`config.mk`:
```
export PLATFORM = sky130hd
export DESIGN_NAME = countdown_timer
export DESIGN_NICKNAME = d
export VERILOG_FILES = /design/src/rtl/countdown_timer.sv
export SDC_FILE = /design/constraint.sdc
export NUM_CORES = 1
export LEC_CHECK = 0
export ABC_AREA = 1
export BUFFER_PORTS_ARGS = -buffer_cell sky130_fd_sc_hd__buf_2
export CORE_MARGIN = 2
export CORE_UTILIZATION = 47
export CTS_CLUSTER_DIAMETER = 30
export DETAILED_ROUTE_END_ITERATION = 12
export HOLD_SLACK_MARGIN = 0.05
export PLACE_DENSITY_LB_ADDON = 0.08
export SYNTH_ARGS = -nofsm -noshare
export SYNTH_HDL_FRONTEND = slang
export SYNTH_SLANG_ARGS = --single-unit
```
`constraint.sdc`:
```
create_clock -name clk -period 3 [get_ports clk]
set_input_delay 0.3 -clock clk [delete_from_list [all_inputs] [get_ports clk]]
set_output_delay 0.3 -clock clk [all_outputs]
set_load 0.02 [all_outputs]
```
`src/rtl/countdown_timer.sv`:
```
`default_nettype none
// countdown_timer: MM:SS kitchen-style countdown, button-set, active-low 7-segment outputs (rev 1.0).
// Optional macro BLINK_DONE_EN: displays flash "0"/blank every CLK_DIV/2 cycles while in DONE.
module countdown_timer #(
    parameter int CLK_DIV = 50_000_000
) (
    input  logic       clk,
    input  logic       reset,
    input  logic       btn_start,
    input  logic       btn_min,
    input  logic       btn_sec,
    output logic [6:0] disp1,
    output logic [6:0] disp2,
    output logic [6:0] disp3,
    output logic [6:0] disp4,
    output logic       running,
    output logic       done
);
    localparam int PW = $clog2(CLK_DIV);

    localparam logic [1:0] S_IDLE  = 2'd0;
    localparam logic [1:0] S_RUN   = 2'd1;
    localparam logic [1:0] S_PAUSE = 2'd2;
    localparam logic [1:0] S_DONE  = 2'd3;

    localparam logic [6:0] SEG_ZERO  = 7'b1000000;
    localparam logic [6:0] SEG_BLANK = 7'b1111111;

    function automatic logic [6:0] seg7(input logic [3:0] d);
        case (d)
            4'd0:    seg7 = 7'b1000000;
            4'd1:    seg7 = 7'b1111001;
            4'd2:    seg7 = 7'b0100100;
            4'd3:    seg7 = 7'b0110000;
            4'd4:    seg7 = 7'b0011001;
            4'd5:    seg7 = 7'b0010010;
            4'd6:    seg7 = 7'b0000010;
            4'd7:    seg7 = 7'b1111000;
            4'd8:    seg7 = 7'b0000000;
            4'd9:    seg7 = 7'b0010000;
            default: seg7 = 7'b1111111;
        endcase
    endfunction

    logic [1:0]    state_q, state_d;
    logic [2:0]    s1_q, s2_q, s3_q;
    logic [2:0]    evt;
    logic          ev_start, ev_min, ev_sec;
    logic [3:0]    ss_u_q, ss_t_q, mm_u_q, mm_t_q;
    logic [3:0]    ss_u_d, ss_t_d, mm_u_d, mm_t_d;
    logic [3:0]    dec_ss_u, dec_ss_t, dec_mm_u, dec_mm_t;
    logic [PW-1:0] presc_q, presc_d;
    logic          tick, time_zero, dec_zero, blank_now;
    logic [6:0]    disp1_q, disp2_q, disp3_q, disp4_q;

    // Two sync flops, third flop holds the previous synced level for edge detection.
    always_ff @(posedge clk or negedge reset) begin
        if (!reset) begin
            s1_q <= '0;
            s2_q <= '0;
            s3_q <= '0;
        end else begin
            s1_q <= {btn_start, btn_min, btn_sec};
            s2_q <= s1_q;
            s3_q <= s2_q;
        end
    end

    assign evt      = s2_q & ~s3_q;
    assign ev_start = evt[2];
    assign ev_min   = evt[1];
    assign ev_sec   = evt[0];

    assign tick      = (state_q == S_RUN) && (presc_q == PW'(CLK_DIV - 1));
    assign time_zero = (ss_u_q == 4'd0) && (ss_t_q == 4'd0) && (mm_u_q == 4'd0) && (mm_t_q == 4'd0);

    always_comb begin
        dec_ss_u = ss_u_q - 4'd1;
        dec_ss_t = ss_t_q;
        dec_mm_u = mm_u_q;
        dec_mm_t = mm_t_q;
        if (ss_u_q == 4'd0) begin
            dec_ss_u = 4'd9;
            dec_ss_t = ss_t_q - 4'd1;
            if (ss_t_q == 4'd0) begin
                dec_ss_t = 4'd5;
                dec_mm_u = mm_u_q - 4'd1;
                if (mm_u_q == 4'd0) begin
                    dec_mm_u = 4'd9;
                    dec_mm_t = mm_t_q - 4'd1;
                end
            end
        end
    end

    assign dec_zero = (dec_ss_u == 4'd0) && (dec_ss_t == 4'd0) && (dec_mm_u == 4'd0) && (dec_mm_t == 4'd0);

    always_ff @(posedge clk or negedge reset) begin
        if (!reset) state_q <= S_IDLE;
        else        state_q <= state_d;
    end

    always_comb begin
        state_d = state_q;
        case (state_q)
            S_IDLE:  if (ev_start && !time_zero) state_d = S_RUN;
            S_RUN: begin
                if (tick && dec_zero) state_d = S_DONE;
                else if (ev_start)    state_d = S_PAUSE;
            end
            S_PAUSE: if (ev_start) state_d = S_RUN;
            S_DONE:  if (ev_start) state_d = S_IDLE;
            default: state_d = S_IDLE;
        endcase
    end

    always_comb begin
        running = (state_q == S_RUN);
        done    = (state_q == S_DONE);
    end

    // Set buttons are discarded when start fires in the same cycle.
    always_comb begin
        ss_u_d = ss_u_q;
        ss_t_d = ss_t_q;
        mm_u_d = mm_u_q;
        mm_t_d = mm_t_q;
        case (state_q)
            S_IDLE, S_PAUSE: begin
                if (!ev_start && ev_sec) begin
                    if (ss_u_q == 4'd9) begin
                        ss_u_d = 4'd0;
                        ss_t_d = (ss_t_q == 4'd5) ? 4'd0 : ss_t_q + 4'd1;
                    end else begin
                        ss_u_d = ss_u_q + 4'd1;
                    end
                end
                if (!ev_start && ev_min) begin
                    if (mm_u_q == 4'd9) begin
                        mm_u_d = 4'd0;
                        mm_t_d = (mm_t_q == 4'd5) ? 4'd0 : mm_t_q + 4'd1;
                    end else begin
                        mm_u_d = mm_u_q + 4'd1;
                    end
                end
            end
            S_RUN: begin
                if (tick) begin
                    ss_u_d = dec_ss_u;
                    ss_t_d = dec_ss_t;
                    mm_u_d = dec_mm_u;
                    mm_t_d = dec_mm_t;
                end
            end
            default: ;
        endcase
        presc_d = (state_q == S_RUN && state_d == S_RUN && !tick) ? presc_q + PW'(1) : '0;
    end

    always_ff @(posedge clk or negedge reset) begin
        if (!reset) begin
            ss_u_q  <= '0;
            ss_t_q  <= '0;
            mm_u_q  <= '0;
            mm_t_q  <= '0;
            presc_q <= '0;
        end else begin
            ss_u_q  <= ss_u_d;
            ss_t_q  <= ss_t_d;
            mm_u_q  <= mm_u_d;
            mm_t_q  <= mm_t_d;
            presc_q <= presc_d;
        end
    end

`ifdef BLINK_DONE_EN
    localparam int HALF = CLK_DIV / 2;
    localparam int BW   = (HALF > 1) ? $clog2(HALF) : 1;

    logic [BW-1:0] blink_cnt_q;
    logic          blank_q;

    // Phase starts blank on every DONE entry and flips after each half period.
    always_ff @(posedge clk or negedge reset) begin
        if (!reset) begin
            blink_cnt_q <= '0;
            blank_q     <= 1'b1;
        end else if (state_q != S_DONE) begin
            blink_cnt_q <= '0;
            blank_q     <= 1'b1;
        end else if (blink_cnt_q == BW'(HALF - 1)) begin
            blink_cnt_q <= '0;
            blank_q     <= ~blank_q;
        end else begin
            blink_cnt_q <= blink_cnt_q + BW'(1);
        end
    end

    assign blank_now = (state_q == S_DONE) && blank_q;
`else
    assign blank_now = 1'b0;
`endif

    always_ff @(posedge clk or negedge reset) begin
        if (!reset) begin
            disp1_q <= SEG_ZERO;
            disp2_q <= SEG_ZERO;
            disp3_q <= SEG_ZERO;
            disp4_q <= SEG_ZERO;
        end else if (blank_now) begin
            disp1_q <= SEG_BLANK;
            disp2_q <= SEG_BLANK;
            disp3_q <= SEG_BLANK;
            disp4_q <= SEG_BLANK;
        end else begin
            disp1_q <= seg7(ss_u_q);
            disp2_q <= seg7(ss_t_q);
            disp3_q <= seg7(mm_u_q);
            disp4_q <= seg7(mm_t_q);
        end
    end

    assign disp1 = disp1_q;
    assign disp2 = disp2_q;
    assign disp3 = disp3_q;
    assign disp4 = disp4_q;

endmodule
`default_nettype wire
```
==> implementation parameters <==
Parameter                              Value

Critical path
  Kind of cell with the highest combined delay on the critical path    simple AND/OR/NAND/NOR gates
  Worst R2R Path Depth    14
  Top cell by count, worst path    sky130_fd_sc_hd__nand2_1
  RR Endpoint    presc_q[0]
  Kind of critical path    reg2reg
  Highest-delay cell along the critical path    sky130_fd_sc_hd__dfrtp_1
  Endpoint arrival time on the critical path    2920 ps
  Critical path cell sequence    inv_1 > ha_1 > nand2_4 > nor2_4 > nand2_1 > nand2_1 > nand2_1 > inv_1 > nand3_1 > nor2_1 > nand2_2 > nand2_4 > nand2_8 > nor2_1
  Number of buffer and inverter instances along the worst setup path    2
  Reg-to-reg slack, setup    360 ps
  Maximum fanout along the worst path    26
  Highest cell delay on the worst timing path    460 ps
  Worst R2R Start    ss_u_q[0]
  Sort of element at the start of the critical path    flip-flop
  Number of cells on the critical path    14
  Worst Setup End Kind    flip-flop
  Worst path required time    3280 ps

Layout
  Area added between synthesis and finish    10.2%
  Final cell count without fillers    725
  Layout net count    613
  Antenna diode instance count    0
  Fraction of final layout cells with drive strength greater than 1    15.5%
  Most common cell after layout, fill and taps aside    sky130_fd_sc_hd__nand2_1
  Commonest non-fill, non-tap cells in the layout    sky130_fd_sc_hd__nand2_1, sky130_fd_sc_hd__dfrtp_1, sky130_fd_sc_hd__inv_1

Timing
  Final Hold Viols    0
  Share of the clock period used by the worst path after layout    88.0%
  Headroom to the max-slew limit    34.4%
  Worst-case setup margin in the final layout    359 ps
  Final total negative setup slack    0 ps
  Number of setup violations in the final report    0
  Setup skew after layout    14.5 ps
  Hold_ws    105 ps
  Max-slew violations    0
  Time the final worst path needs with I/O delays and setup    2640 ps
  Maximum achievable frequency    0.379 GHz
  Actual transition at the worst max-transition pin    984 ps
  Setup repair after global routing missed its margin    no

Clock tree
  Master cell of the clock root buffer    sky130_fd_sc_hd__clkbuf_8
  Buffer depth of the longest clock path    2
  Clock slew at the register clock pins of the worst setup and hold paths    80 ps
  Clock latency on the worst-skew pair    360 ps
  Clock sink count    81
  Clock buffers created by TritonCTS    9
  TritonCTS clock tree    built
  Number of buffers added for setup after CTS    0
  Level count of the clock H-tree    3

Detailed routing
  Post-Route WL    9.82 mm
  Metal3 WL    265 um
  Pre-antenna DRT Iters    5
  Number of DRC violations after detailed-routing iteration 0    237
  Residual DRC    0
  Met1 Routed Length    4.23 mm
  Average routed wire per standard cell    13.5 um
  Top layer in use    met4
  Overall via count from detail_route    3689
  Total met2 wirelength after detailed routing    5.19 mm
  Routed via count divided by cell count    5.09
  Number of nets with antenna violations after routing    0

Logic synthesis
  Post-synth ARST share    100%
  Mean instance size in the synthesized netlist    8.44 um^2
  Share of Yosys cell area claimed by the top area cell type    41.8%
  Dominant register cell in the synthesized netlist    sky130_fd_sc_hd__dfrtp_1
  Number of distinct library cells after synthesis    34
  Summed instance area of the synthesized netlist    0.00461 mm^2
  Part of the Yosys area used for sequential elements    44.1%
  Yosys Warn Count    0
  Number of enable flip-flop cells after synthesis    0
  Mapped Nets    572
  Post-synthesis sequential element count    81
  Top post-synthesis cells by area    sky130_fd_sc_hd__dfrtp_1, sky130_fd_sc_hd__nand2_1, sky130_fd_sc_hd__ha_1
  Top cell type by total area after synthesis    sky130_fd_sc_hd__dfrtp_1
  Post-synthesis cell count    546

Power
  Net Switching    2.04 mW
  Gate power share    47.4%
  Power per unit of standard cell area    877 mW/mm^2
  Leak pwr    2.29 nW
  Total power consumption of the routed design    4.45 mW
  Clock share of power    15.3%
  Reg power frac    37.3%
  Internal power    2.41 mW
  Largest voltage drop on the vdd net    0.524 mV
  Switching share of power    45.8%

Placement
  Gpl congestion    0.873
  Post-placement setup slack    213 ps
  Placed insts    706
  Final HPWL DP    7.29 mm
  Port Buffers    34

Die
  FP Rows    36
  Initial core utilization    47.8%
  Chip Height    103 um
  Total Die Area    0.0106 mm^2
  I/O pin cnt    35
  Core region area    0.00964 mm^2
  Width of the chip    103 um

Outcome
  Run status    finished clean

Global route
  Maximum number of pins on one net before global-route repair    82
  Total Routing Usage GR    20.5%
  First-pass GRT wire length    16.5 mm
  Antenna violations before repair    0
  Aggregate global routing overflow    0
  Vias in the first global route    3574

Min path
  Class of the tightest hold or removal check    in2async

Run
  MaxCap Viol Count    0
## metrics by stage
stage,instance area [um^2],util [%]
global placement,4870,50.6
finish,5080,52.7
floorplan,4610,-
global route,5080,52.7
detailed placement,4870,50.6
CTS,5070,52.6
## synth_stat cells, types with 2 or more instances
master and number:
sky130_fd_sc_hd__nor2_1 60, sky130_fd_sc_hd__o211ai_1 7, sky130_fd_sc_hd__nand2_1 112, sky130_fd_sc_hd__ha_1 21, sky130_fd_sc_hd__buf_12 2, sky130_fd_sc_hd__a21oi_1 20
sky130_fd_sc_hd__nand2_2 6, sky130_fd_sc_hd__dfstp_2 4, sky130_fd_sc_hd__a31oi_1 3, sky130_fd_sc_hd__o22ai_1 4, sky130_fd_sc_hd__nor2_4 21, sky130_fd_sc_hd__buf_2 4
sky130_fd_sc_hd__nor2_2 5, sky130_fd_sc_hd__o221ai_1 2, sky130_fd_sc_hd__xor2_1 16, sky130_fd_sc_hd__dfrtp_1 77, sky130_fd_sc_hd__o21ai_0 33, sky130_fd_sc_hd__a32o_1 2
sky130_fd_sc_hd__nand3b_1 2, sky130_fd_sc_hd__nand3_1 37, sky130_fd_sc_hd__nand4_1 10, sky130_fd_sc_hd__nor4_1 6, sky130_fd_sc_hd__inv_1 62, sky130_fd_sc_hd__xnor2_1 7
sky130_fd_sc_hd__nor3_1 6, sky130_fd_sc_hd__or2_2 3, sky130_fd_sc_hd__o311ai_0 3, sky130_fd_sc_hd__nand2_4 3, sky130_fd_sc_hd__buf_6 2, sky130_fd_sc_hd__o31ai_1 2
## how the worst max path moves through the flow
| stage | from | endpoint | slack (ps) |
|---|---|---|---|
| 2_1_floorplan | ss_u_q[0] | presc_q[18] | 880 |
| 3_3_place_gp | ss_u_q[0] | presc_q[25] | 370 |
| 3_5_place_dp | ss_u_q[0] | presc_q[0] | 210 |
| 4_1_cts | ss_u_q[0] | presc_q[0] | 190 |
| 5_1_grt | ss_u_q[0] | presc_q[3] | 80 |
| 6_report | ss_u_q[0] | presc_q[0] | 360 |
## layout make-up
type / instances / area, um^2
fillers: 972 / 4560
multi-input cells: 392 / 2260
flip-flops and latches: 81 / 2030
inverters: 64 / 240
repair buffers: 39 / 218
well taps: 133 / 166
clock buffers: 12 / 135
clock inverters: 4 / 30.0
## power groups by stage
| stage | Clock, mW | Sequential, mW | Combinational (mW) |
|---|---|---|---|
| final | 0.681 | 1.66 | 2.11 |
| after detailed placement | 0 | 1.68 | 2.11 |
| after floorplan | 0 | 1.84 | 1.36 |
| after global placement | 0 | 1.68 | 2.13 |
| after CTS | 0.722 | 1.66 | 2.12 |
| after global routing | 0.770 | 1.70 | 2.40 |
## state kept, by name, summed over array words and instances, names as in the netlist
name     cells
presc_q     26
disp1        7
disp2        7
disp3        7
disp4        7
mm_t_q       4
mm_u_q       4
ss_t_q       4
ss_u_q       4
s1_q         3
s2_q         3
s3_q         3
state_q      2
## cell families (layout without fill, tap and decap cells)
family,after synthesis,count (layout),synth area share [%]
xor gates and xnor gates,23,23,4.37
buffers and inverters,73,119,7.09
and+or+nand+nor,271,271,29.0
adders and majority gates,21,21,5.70
AOI/OAI and AO/OA,77,77,9.75
DFF,81,81,44.1
## per-layer routing
layer  vias up  GRT usage (%)
li1       1866              -
met1      1757           23.5
met2        54           36.5
met3        12           6.31
met4         0           6.68
met5         -              0
## repair_timing
item | in CTS | in global routing
hold endpoints to repair | 3 | 0
resized for setup | 0 | 1
hold buffers | 3 | 0
endpoints found under the setup margin | 0 | 23
Power figures use the tool's default switching activity.
